$ cat config.mk
export PLATFORM = sky130hd
export DESIGN_NAME = dot_product_ctrl
export DESIGN_NICKNAME = d
export VERILOG_FILES = /design/src/rtl/dot_product_ctrl.sv
export SDC_FILE = /design/constraint.sdc
export NUM_CORES = 1
export LEC_CHECK = 0
export CORE_MARGIN = 2
export CORE_UTILIZATION = 35
export DETAILED_ROUTE_END_ITERATION = 7
export GPL_TIMING_DRIVEN = 0
export PLACE_DENSITY = 0.69
export SLEW_MARGIN = 20
export SYNTH_ARGS = -nofsm -noshare
export SYNTH_HDL_FRONTEND = slang
export SYNTH_SLANG_ARGS = --single-unit
$ cat constraint.sdc
create_clock -name clk -period 3.9 [get_ports clk]
set_input_delay 0.78 -clock clk [delete_from_list [all_inputs] [get_ports clk]]
set_output_delay 0.78 -clock clk [all_outputs]
set_load 0.01 [all_outputs]
$ cat src/rtl/dot_product_ctrl.sv
// Beat-sequenced dot-product controller: accumulates reduction-tree sums over a
// job of `length` beats and hands back one 32-bit result over valid/ready.
module dot_product_ctrl #(
  parameter int N     = 8,
  parameter int LEN_W = 16
) (
  input  logic             clk,
  input  logic             rst_n,
  input  logic             start,
  input  logic [LEN_W-1:0] length,
  input  logic             abort,
  output logic             busy,
  input  logic             s_valid,
  output logic             s_ready,
  input  logic [31:0]      tree_sum,
  output logic             out_valid,
  input  logic             out_ready,
  output logic [31:0]      out_sum,
  output logic             out_ovf,
  output logic [LEN_W+7:0] elem_count,
  output logic [1:0]       dbg_state
);

  // Handshakes: a beat transfers when s_valid & s_ready at a rising edge; a result
  // transfers when out_valid & out_ready. Neither ready depends on its valid.
  typedef enum logic [1:0] {
    S_IDLE   = 2'd0,
    S_ACCUM  = 2'd1,
    S_OUTPUT = 2'd2
  } state_t;

  localparam int EW = LEN_W + 8;

  state_t           r_state;
  logic [31:0]      r_acc;
  logic             r_ovf;
  logic [LEN_W-1:0] r_remaining;
  logic [LEN_W-1:0] r_beats;
  logic [31:0]      r_out_sum;
  logic             r_out_ovf;

  logic             w_hs;
  logic [32:0]      w_add;
  logic             w_ovf_next;
  logic [EW-1:0]    w_beats_ext;
  logic [EW-1:0]    w_elem;

  assign w_hs       = s_valid & (r_state == S_ACCUM);
  assign w_add      = {1'b0, r_acc} + {1'b0, tree_sum};
  assign w_ovf_next = r_ovf | w_add[32];

  assign w_beats_ext = EW'(r_beats);

  generate
    if ((N & (N - 1)) == 0) begin : g_shift
      assign w_elem = w_beats_ext << $clog2(N);
    end else begin : g_mult
      assign w_elem = w_beats_ext * EW'(N);
    end
  endgenerate

  always_ff @(posedge clk or negedge rst_n) begin
    if (!rst_n) begin
      r_state     <= S_IDLE;
      r_acc       <= '0;
      r_ovf       <= 1'b0;
      r_remaining <= '0;
      r_beats     <= '0;
      r_out_sum   <= '0;
      r_out_ovf   <= 1'b0;
    end else begin
      case (r_state)
        S_IDLE: begin
          // abort outranks start even though it has nothing to cancel here
          if (start && !abort) begin
            r_acc       <= '0;
            r_ovf       <= 1'b0;
            r_beats     <= '0;
            r_remaining <= length;
            if (length == '0) begin
              r_out_sum <= '0;
              r_out_ovf <= 1'b0;
              r_state   <= S_OUTPUT;
            end else begin
              r_state <= S_ACCUM;
            end
          end
        end
        S_ACCUM: begin
          if (abort) begin
            r_acc   <= '0;
            r_ovf   <= 1'b0;
            r_state <= S_IDLE;
          end else if (w_hs) begin
            r_acc       <= w_add[31:0];
            r_ovf       <= w_ovf_next;
            r_remaining <= r_remaining - 1'b1;
            r_beats     <= r_beats + 1'b1;
            if (r_remaining == LEN_W'(1)) begin
              r_out_sum <= w_add[31:0];
              r_out_ovf <= w_ovf_next;
              r_state   <= S_OUTPUT;
            end
          end
        end
        S_OUTPUT: begin
          if (abort) begin
            r_acc   <= '0;
            r_ovf   <= 1'b0;
            r_state <= S_IDLE;
          end else if (out_ready) begin
            r_state <= S_IDLE;
          end
        end
        default: r_state <= S_IDLE;
      endcase
    end
  end

  assign busy       = (r_state != S_IDLE);
  assign s_ready    = (r_state == S_ACCUM);
  assign out_valid  = (r_state == S_OUTPUT);
  assign out_sum    = r_out_sum;
  assign out_ovf    = r_out_ovf;
  assign elem_count = w_elem;
  assign dbg_state  = r_state;

endmodule

* Yosys cells after proc, flatten, opt, wreduce, memory -nomap -nowiden
Index checks and enable logic that the tools add are counted.
** Word-level totals
- Register bits after elaboration :: 100
- Latch bits :: 0
- Memory bits (writable) :: 0
- Bits in read-only memories :: 0
- Memories :: 0
- Output and inout bits :: 62
** Cells by class
- Divide/modulo/power cells :: 0
- Muxes and demuxes :: 38
- Shift-type cells :: 0
- Reductions and logical operators :: 11
- Bitwise gates (word level) :: 2
- $mul :: 0
- Order comparisons :: 0
- Equality and inequality tests :: 12
- Add/sub/neg operators :: 3
** Operators with widths (number)
- two-way mux 32 bit :: 9
- two-way mux 16 bit :: 6
- case mux 32 bit (3 select lines) :: 1
- case mux 16 bit (2 select lines) :: 2
- case mux 32 bit (2 select lines) :: 1
- adder 32 x 32 -> 33 bit :: 1
- adder 16 x 1 -> 16 bit (second input constant) :: 1
- equality test 16 x 1 -> 1 bit (second input constant) :: 1
- logical NOT 16 bit :: 1
- subtractor 16 x 1 -> 16 bit (second input constant) :: 1
- two-way mux 2 bit :: 7
- AND reduction 4 bit :: 3
- two-way mux 1 bit :: 9
- != test 3 x 2 -> 1 bit (second input constant) :: 3
- != test 2 bit (second input constant) :: 4
- case mux 2 bit (3 select lines) :: 1
- AND reduction 6 bit :: 1
- != test 2 x 1 -> 1 bit (second input constant) :: 2
- nonzero test 2 bit :: 2
- case mux 1 bit (3 select lines) :: 1
- nonzero test 3 bit :: 1
- equality test 2 x 1 -> 1 bit (second input constant) :: 1
- equality test 2 bit (second input constant) :: 1
- logical NOT 2 bit :: 1
- 5 further kinds :: 5

* Depth between registers and ports, before layout
Gate-level depths: netlist of the first run.
- Depth after elaboration :: 6
- Mapped depth :: 11
- Mapped depth without buffers :: 11

* Worst setup path after synthesis of the first run
Ideal clock, no wire load.
- Path type :: input to register
- Start :: input port tree_sum[1]
- End :: register r_out_sum[19], in the netlist out_sum[19]
- Setup time :: 122 ps
- Setup slack :: 903 ps
- Arrival time :: 2875 ps
- Path buffers :: 0
- Stages on the path :: 9
- Data required time :: 3778 ps
- Path through :: ha_1 > a21oi_1 > nand4b_1 > a2111oi_0 > nor3b_1 > o221ai_1 > a41oi_1 > xnor2_1 > a32o_1
** Between the ends
- Cells in the longest elaborated chain, start to end :: 5
** Ends and longest elaborated chain
- start: declaration :: RTL line 15 : input logic [31:0] tree_sum,
- adder 32 x 32 -> 33 bit :: RTL line 49 : assign w_add = {1'b0, r_acc} + {1'b0, tree_sum};
- two-way mux 32 bit :: RTL line 99 : if (r_remaining == LEN_W'(1)) begin
- two-way mux 32 bit :: RTL line 94 : end else if (w_hs) begin
- two-way mux 32 bit :: RTL line 90 : if (abort) begin
- case mux 32 bit (2 select lines) :: RTL line 72 : case (r_state)
- end signal: assignment :: RTL line 100 : r_out_sum <= w_add[31:0];
- end: declaration :: RTL line 39 : logic [31:0] r_out_sum;
No other way between the ends. The select of a mux whose other input is x is not followed.
A chain may end at the register's enable or synchronous reset.

* Final worst setup path of the first run
- Start :: input port tree_sum[0]
- End :: register r_acc[30]
** Between the ends
- Cells in the longest elaborated chain, start to end :: 4
** Ends and longest elaborated chain
- adder 32 x 32 -> 33 bit :: RTL line 49
- two-way mux 32 bit :: RTL line 94
- two-way mux 32 bit :: RTL line 90
- case mux 32 bit (3 select lines) :: RTL line 72
- end signal: assignment :: RTL line 95 : r_acc <= w_add[31:0];
- end: declaration :: RTL line 35 : logic [31:0] r_acc;
No other way between the ends. The select of a mux whose other input is x is not followed.

==> flow_summary.json, run 1 <==
{
  "worstHoldPathType": "input pin to asynchronous set/reset pin",
  "die_h_um": 135.0,
  "synth_top_area_share_pct": 41.64,
  "leakagePower_nw": 3.306,
  "die_x_um": 135.0,
  "max-slew-margin-rel_pct": 31.97,
  "timing.final.crit_share_pct": 94.11,
  "drtPass1Iterations": 5,
  "area_growth_pct": 28.61,
  "fin_crit_ps": 3670,
  "cts-root-buf": "clkbuf_16",
  "portBuffers": 107,
  "htreeDepth": 3,
  "r2r_cells": 8,
  "slowest_delay_ps": 720,
  "path_buf_inv": 2,
  "cp_max_fo": 5,
  "synth_edf_count": 0,
  "die-area_sq_um": 18230,
  "yosysTopAreaCell": "dfrtp_1",
  "path_cells": "clkdlybuf4s50_1, ha_1, inv_1, fa_1, nand2b_1, a21oi_1, o21ai_0, a2111oi_0, nor2_1, nand2_1, xnor2_1, o21ai_0",
  "clk_pin_slew_ps": 70,
  "drt_iter0_drc": 442,
  "start_kind": "input pin",
  "rsz0062_at_grt": "false",
  "final_max_slew_viol_count": 0,
  "antenna_left": 0,
  "cts_hold_buf": 0,
  "synth.cell_area_sq_um": 6010,
  "cts.sinks": 100,
  "insertion_delay_ps": 360,
  "drive_gt1_share_pct": 4.720,
  "n_antenna_cell": 0,
  "syn_inst": 673,
  "nets": 890,
  "worst_pin_slew_ps": 1012,
  "crit_slowest_cell": "a2111oi_0",
  "grt_overflow_total": 0,
  "fmax_ghz": 0.2725,
  "synthFlopType": "dfrtp_1",
  "arrival_ps": 3880,
  "ys_seq_elements": 100,
  "crit_family": "compound AO/OA/AOI/OAI gates",
  "drt-wirelength-per-cell_um": 16.82,
  "regToRegEndpoint": "out_sum[31]$_DFFE_PN0P_",
  "grt_pass1_vias": 5283,
  "setup_ws_ps": 229.9,
  "critPathKind": "input pin to flop",
  "hpwl_mm": 12.82,
  "synth.most_common_cell": "dfrtp_1",
  "viasPerCell": 5.426,
  "place_congestion": 0.9511,
  "synth_commonest_cells": "dfrtp_1, nand2_1, o21ai_0",
  "place_ws_ps": -134.4,
  "rows": 47,
  "r2r_start": "r_remaining[4]$_DFFE_PN0P_",
  "worst_setup_path_end_kind": "flop",
  "finalSetupViolCount": 0,
  "cts_tree": "built",
  "ys_warn_count": 0,
  "crit_required_ps": 4110,
  "syn_avg_cell_area_sq_um": 8.929,
  "finalHoldViolCount": 0,
  "async_flop_share_pct": 100.0,
  "grt.total_usage_pct": 19.37,
  "grt_antenna_before_repair": 0,
  "status": "finished, final reports clean",
  "ys_types": 55,
  "r2r_slack_ps": 780,
  "clock_path_buffers": 2,
  "design.portCount": 116,
  "cp_common_cell": "o21ai_0",
  "cap_violations": 0,
  "setup_tns_ps": 0,
  "grt_pass1_wl_mm": 27.82,
  "fillers": 1668,
  "cts_inserted_buffers": 9,
  "core_sq_um": 16700,
  "totalWireLength_mm": 17.24,
  "grt_start_max_net_pins": 74,
  "finClkSkew_ps": 11.83,
  "yosysSeqAreaShare_pct": 41.64,
  "drc": 0,
  "ir_worst_vdd_uv": 233.4,
  "start_util_pct": 35.98,
  "final_core_util_pct": 46.28,
  "netlist_top_cells_area": "dfrtp_1, ha_1, o21ai_0, a21oi_1, nand2_1",
  "pwr_density_cell_nw_per_um2": 600.2,
  "vias": 5562
}
-- metal layers --
| layer | track usage (%) | part of all wire [%] |
|---|---|---|
| met5 | 0 | 0 |
| met4 | 5.903 | 1.5 |
| met3 | 3.191 | 5.4 |
| met2 | 30.09 | 45 |
| met1 | 27.77 | 48 |
-- cell usage in the layout (no fill, tap or decap), types with 3 or more instances in the layout --
cell,n
a2111oi_0,3
a211oi_1,3
a21o_1,8
a21oi_1,58
a22o_1,31
a22oi_1,3
a31oi_1,3
a32o_1,8
and3_1,3
buf_4,8
clkbuf_1,31
clkbuf_16,9
clkdlybuf4s50_1,106
conb_1,8
dfrtp_1,100
ha_1,35
inv_1,15
nand2_1,75
nand2b_1,4
nand3_1,16
nand3b_1,3
nand4_1,16
nor2_1,52
nor2b_1,4
nor3_1,12
nor3b_1,3
nor4_1,7
o211ai_1,7
o21a_1,6
o21ai_0,72
o21bai_1,4
o31ai_1,3
or2_2,4
or3_1,8
xnor2_1,17
xor2_1,22
-- per-stage QoR --
stage          cells  total power, mW  hold WS, ps  instance area [sq um]
6_report        1025            4.639        296.5                   7729
5_1_grt         1025            5.016        306.0                   7729
4_1_cts         1025            4.633        298.6                   7724
3_5_place_dp    1009            3.685        471.4                   7422
3_3_place_gp    1007            3.643        464.7                   7382
2_1_floorplan    680            3.037        450.1                   6036
-- cell families after synthesis --
kind of cell	synth area share [%]
AO/OA/AOI/OAI	23.74
XOR/XNOR	5.684
adder cells (fa/ha/maj)	7.620
buffers and inverters	3.956
flip-flops	41.64
other	0.06240
AND/OR/NAND/NOR	17.30
-- registers in the layout, summed over array words and instances (netlist names) --
register / cells
out_sum: 32
r_acc: 32
r_beats: 16
r_remaining: 16
dbg_state: 2
out_ovf: 1
r_ovf: 1
-- worst max-delay path by stage --
stage,startpoint,to,slack (ps),cells past startpoint
2_1_floorplan,tree_sum[1],out_sum[19]$_DFFE_PN0P_,900,9
3_3_place_gp,rst_n,r_beats[4]$_DFFE_PN0P_,-1970,1
3_5_place_dp,tree_sum[0],r_acc[28]$_DFFE_PN0P_,-130,12
4_1_cts,tree_sum[0],r_acc[28]$_DFFE_PN0P_,180,12
5_1_grt,tree_sum[1],r_acc[27]$_DFFE_PN0P_,90,10
6_report,tree_sum[0],r_acc[30]$_DFFE_PN0P_,230,12
-- power by group --
part | internal [mW] | switching (mW) | total, mW
clock | 0.506 | 0.427 | 0.932
sequential | 1.28 | 0.193 | 1.47
combinational | 0.871 | 1.36 | 2.23
-- cell type report --
cell class / instances / area [sq um] / area share [%]
buffer: 40 / 181.4 / 2.347
clock buffer: 10 / 229.0 / 2.963
clock inverter: 6 / 72.57 / 0.9390
inverter: 15 / 56.30 / 0.7285
multi-input combinational: 525 / 3307 / 42.79
sequential: 100 / 2502 / 32.38
tap: 220 / 275.3 / 3.562
timing repair buffer: 109 / 1105 / 14.29
-- repair_timing --
| item | 4_1_cts | 5_1_grt |
|---|---|---|
| setup buffers | 0 | 0 |
| setup endpoints to repair | 0 | 2 |
| gates resized for setup | 0 | 1 |
-- worst register-to-register path, delay by kind of cell (launching register included) --
kind | cells | cell delay, ps
DFF | 1 | 430
buffers and inverters | 1 | 530
and+or+nand+nor | 6 | 1920
AOI/OAI and AO/OA | 1 | 170
No activity file was read; power rests on OpenSTA's default activity.
==> run 2: changes to the inputs <==
CTS_CLUSTER_DIAMETER = 200   (was not set)
PLACE_DENSITY = not set   (was 0.69)
==> flow_summary.json, run 2 (same netlist as run 1, synthesis figures left out) <==
{
  "die_x_um": 135.0,
  "grt_pass1_vias": 5411,
  "area_growth_pct": 28.02,
  "die-area_sq_um": 18230,
  "timing.final.crit_share_pct": 92.45,
  "grt_pass1_wl_mm": 28.94,
  "ir_worst_vdd_uv": 293.5,
  "cts-root-buf": "clkbuf_16",
  "layout_common_cells": "clkdlybuf4s50_1, dfrtp_1, nand2_1",
  "arrival_ps": 3850,
  "drt-wirelength-per-cell_um": 17.74,
  "clock_path_buffers": 2,
  "n_antenna_cell": 0,
  "hpwl_mm": 13.85,
  "dp.cells": 1008,
  "power_mw": 4.581,
  "startpoint": "tree_sum[1]",
  "nets": 889,
  "start_util_pct": 35.98,
  "finClkSkew_ps": 6.055,
  "drc": 0,
  "place_congestion": 0.8712,
  "pwr_density_cell_nw_per_um2": 595.5,
  "cp_max_fo": 3,
  "start_kind": "input pin",
  "worst_pin_slew_ps": 1032,
  "totalWireLength_mm": 18.14,
  "crit_required_ps": 4140,
  "fin_crit_ps": 3605,
  "critPathKind": "input pin to flop",
  "vias": 5666,
  "grt.total_usage_pct": 20.19,
  "core_sq_um": 16700,
  "place_ws_ps": -307.0,
  "instances_no_fill": 1023,
  "cts_inserted_buffers": 9,
  "max-slew-margin-rel_pct": 30.64,
  "status": "finished, final reports clean",
  "insertion_delay_ps": 350,
  "rows": 47,
  "leakagePower_nw": 3.289,
  "rsz0062_at_grt": "false",
  "die_h_um": 135.0,
  "r2r_cells": 10,
  "grt_overflow_total": 0,
  "design.portCount": 116,
  "fmax_ghz": 0.2774,
  "antenna_left": 0,
  "drtPass1Iterations": 7,
  "drive_gt1_share_pct": 4.483,
  "mostFrequentLayoutCell": "clkdlybuf4s50_1",
  "fillers": 1665,
  "worst_setup_path_end_kind": "flop",
  "r2r_start": "dbg_state[1]$_DFFE_PN0P_",
  "viasPerCell": 5.539,
  "grt_antenna_before_repair": 0,
  "finalHoldViolCount": 0,
  "drt_iter0_drc": 397,
  "setup_ws_ps": 294.6,
  "clk_pin_slew_ps": 70,
  "worstHoldPathType": "input pin to asynchronous set/reset pin",
  "portBuffers": 107,
  "cts.sinks": 100,
  "cap_violations": 0,
  "finalSetupViolCount": 0,
  "final_max_slew_viol_count": 0,
  "multi_input_area_sq_um": 3303,
  "htreeDepth": 3,
  "cts_tree": "built",
  "grt_start_max_net_pins": 75,
  "ff_latch_area_sq_um": 2502
}
## run 2: layout make-up
cell class / instances / area share [%]
Timing Repair Buffer: 108 / 14.29
Clock buffer: 9 / 2.927
Clock inverter: 6 / 0.6505
Sequential cell: 100 / 32.53
Tap cell: 220 / 3.578
Multi-Input combinational cell: 525 / 42.93
Buffer: 40 / 2.358
Inverter: 15 / 0.7318
## run 2: critical path: stages
cell	delay (ps)
clkdlybuf4s50_1	440
ha_1	290
a21oi_1	70
nand4b_1	210
a2111oi_1	820
nor3b_1	200
o221ai_1	410
a41oi_1	190
xnor2_1	170
a32o_1	260
## run 2: final timing paths
check / to / slack, ps
setup reg to reg: r_beats[14]$_DFFE_PN0P_ / 660
max in group asynchronous: out_sum[30]$_DFFE_PN0P_ / 2930
hold reg to reg: r_acc[2]$_DFFE_PN0P_ / 490
setup / recovery: out_sum[19]$_DFFE_PN0P_ / 290
min in group clk: r_acc[2]$_DFFE_PN0P_ / 490
hold / removal: out_sum[13]$_DFFE_PN0P_ / 290
## run 2: power breakdown
part,switching [mW],total [mW],internal [mW]
registers,0.193,1.47,1.28
logic,1.38,2.25,0.868
clock network,0.421,0.858,0.438
total,2.00,4.58,2.59
## run 2: what timing repair did
action / CTS / global route
setup buffers: 0 / 0
hold buffers: 0 / 0
resized for setup: 0 / 1
setup endpoints to repair: 0 / 2
## run 2: through the flow
stage / setup TNS, ps / instance area (sq um) / utilization, % / hold WS [ps]
floorplan: 0 / 6036 / - / 450.1
global placement: -185860 / 7382 / 44.20 / 469.7
detailed placement: -2015 / 7417 / 44.41 / 475.6
CTS: 0 / 7692 / 46.06 / 289.6
global route: 0 / 7694 / 46.07 / 295.3
finish: 0 / 7694 / 46.07 / 292.4
## run 2: metal layers
metal | vias up | share of wire, % | global-route usage (%)
met3 | 18 | 5.4 | 3.866
met4 | 0 | 1.6 | 5.150
met2 | 187 | 47 | 32.35
met5 | - | 0 | 0
li1 | 2700 | - | -
met1 | 2761 | 46 | 28.16
==> run 3: changes to the inputs <==
CAP_MARGIN = 20   (was not set)
==> results of run 3 <==
No change in the layout: final DEF, timing and power equal those of run 2.
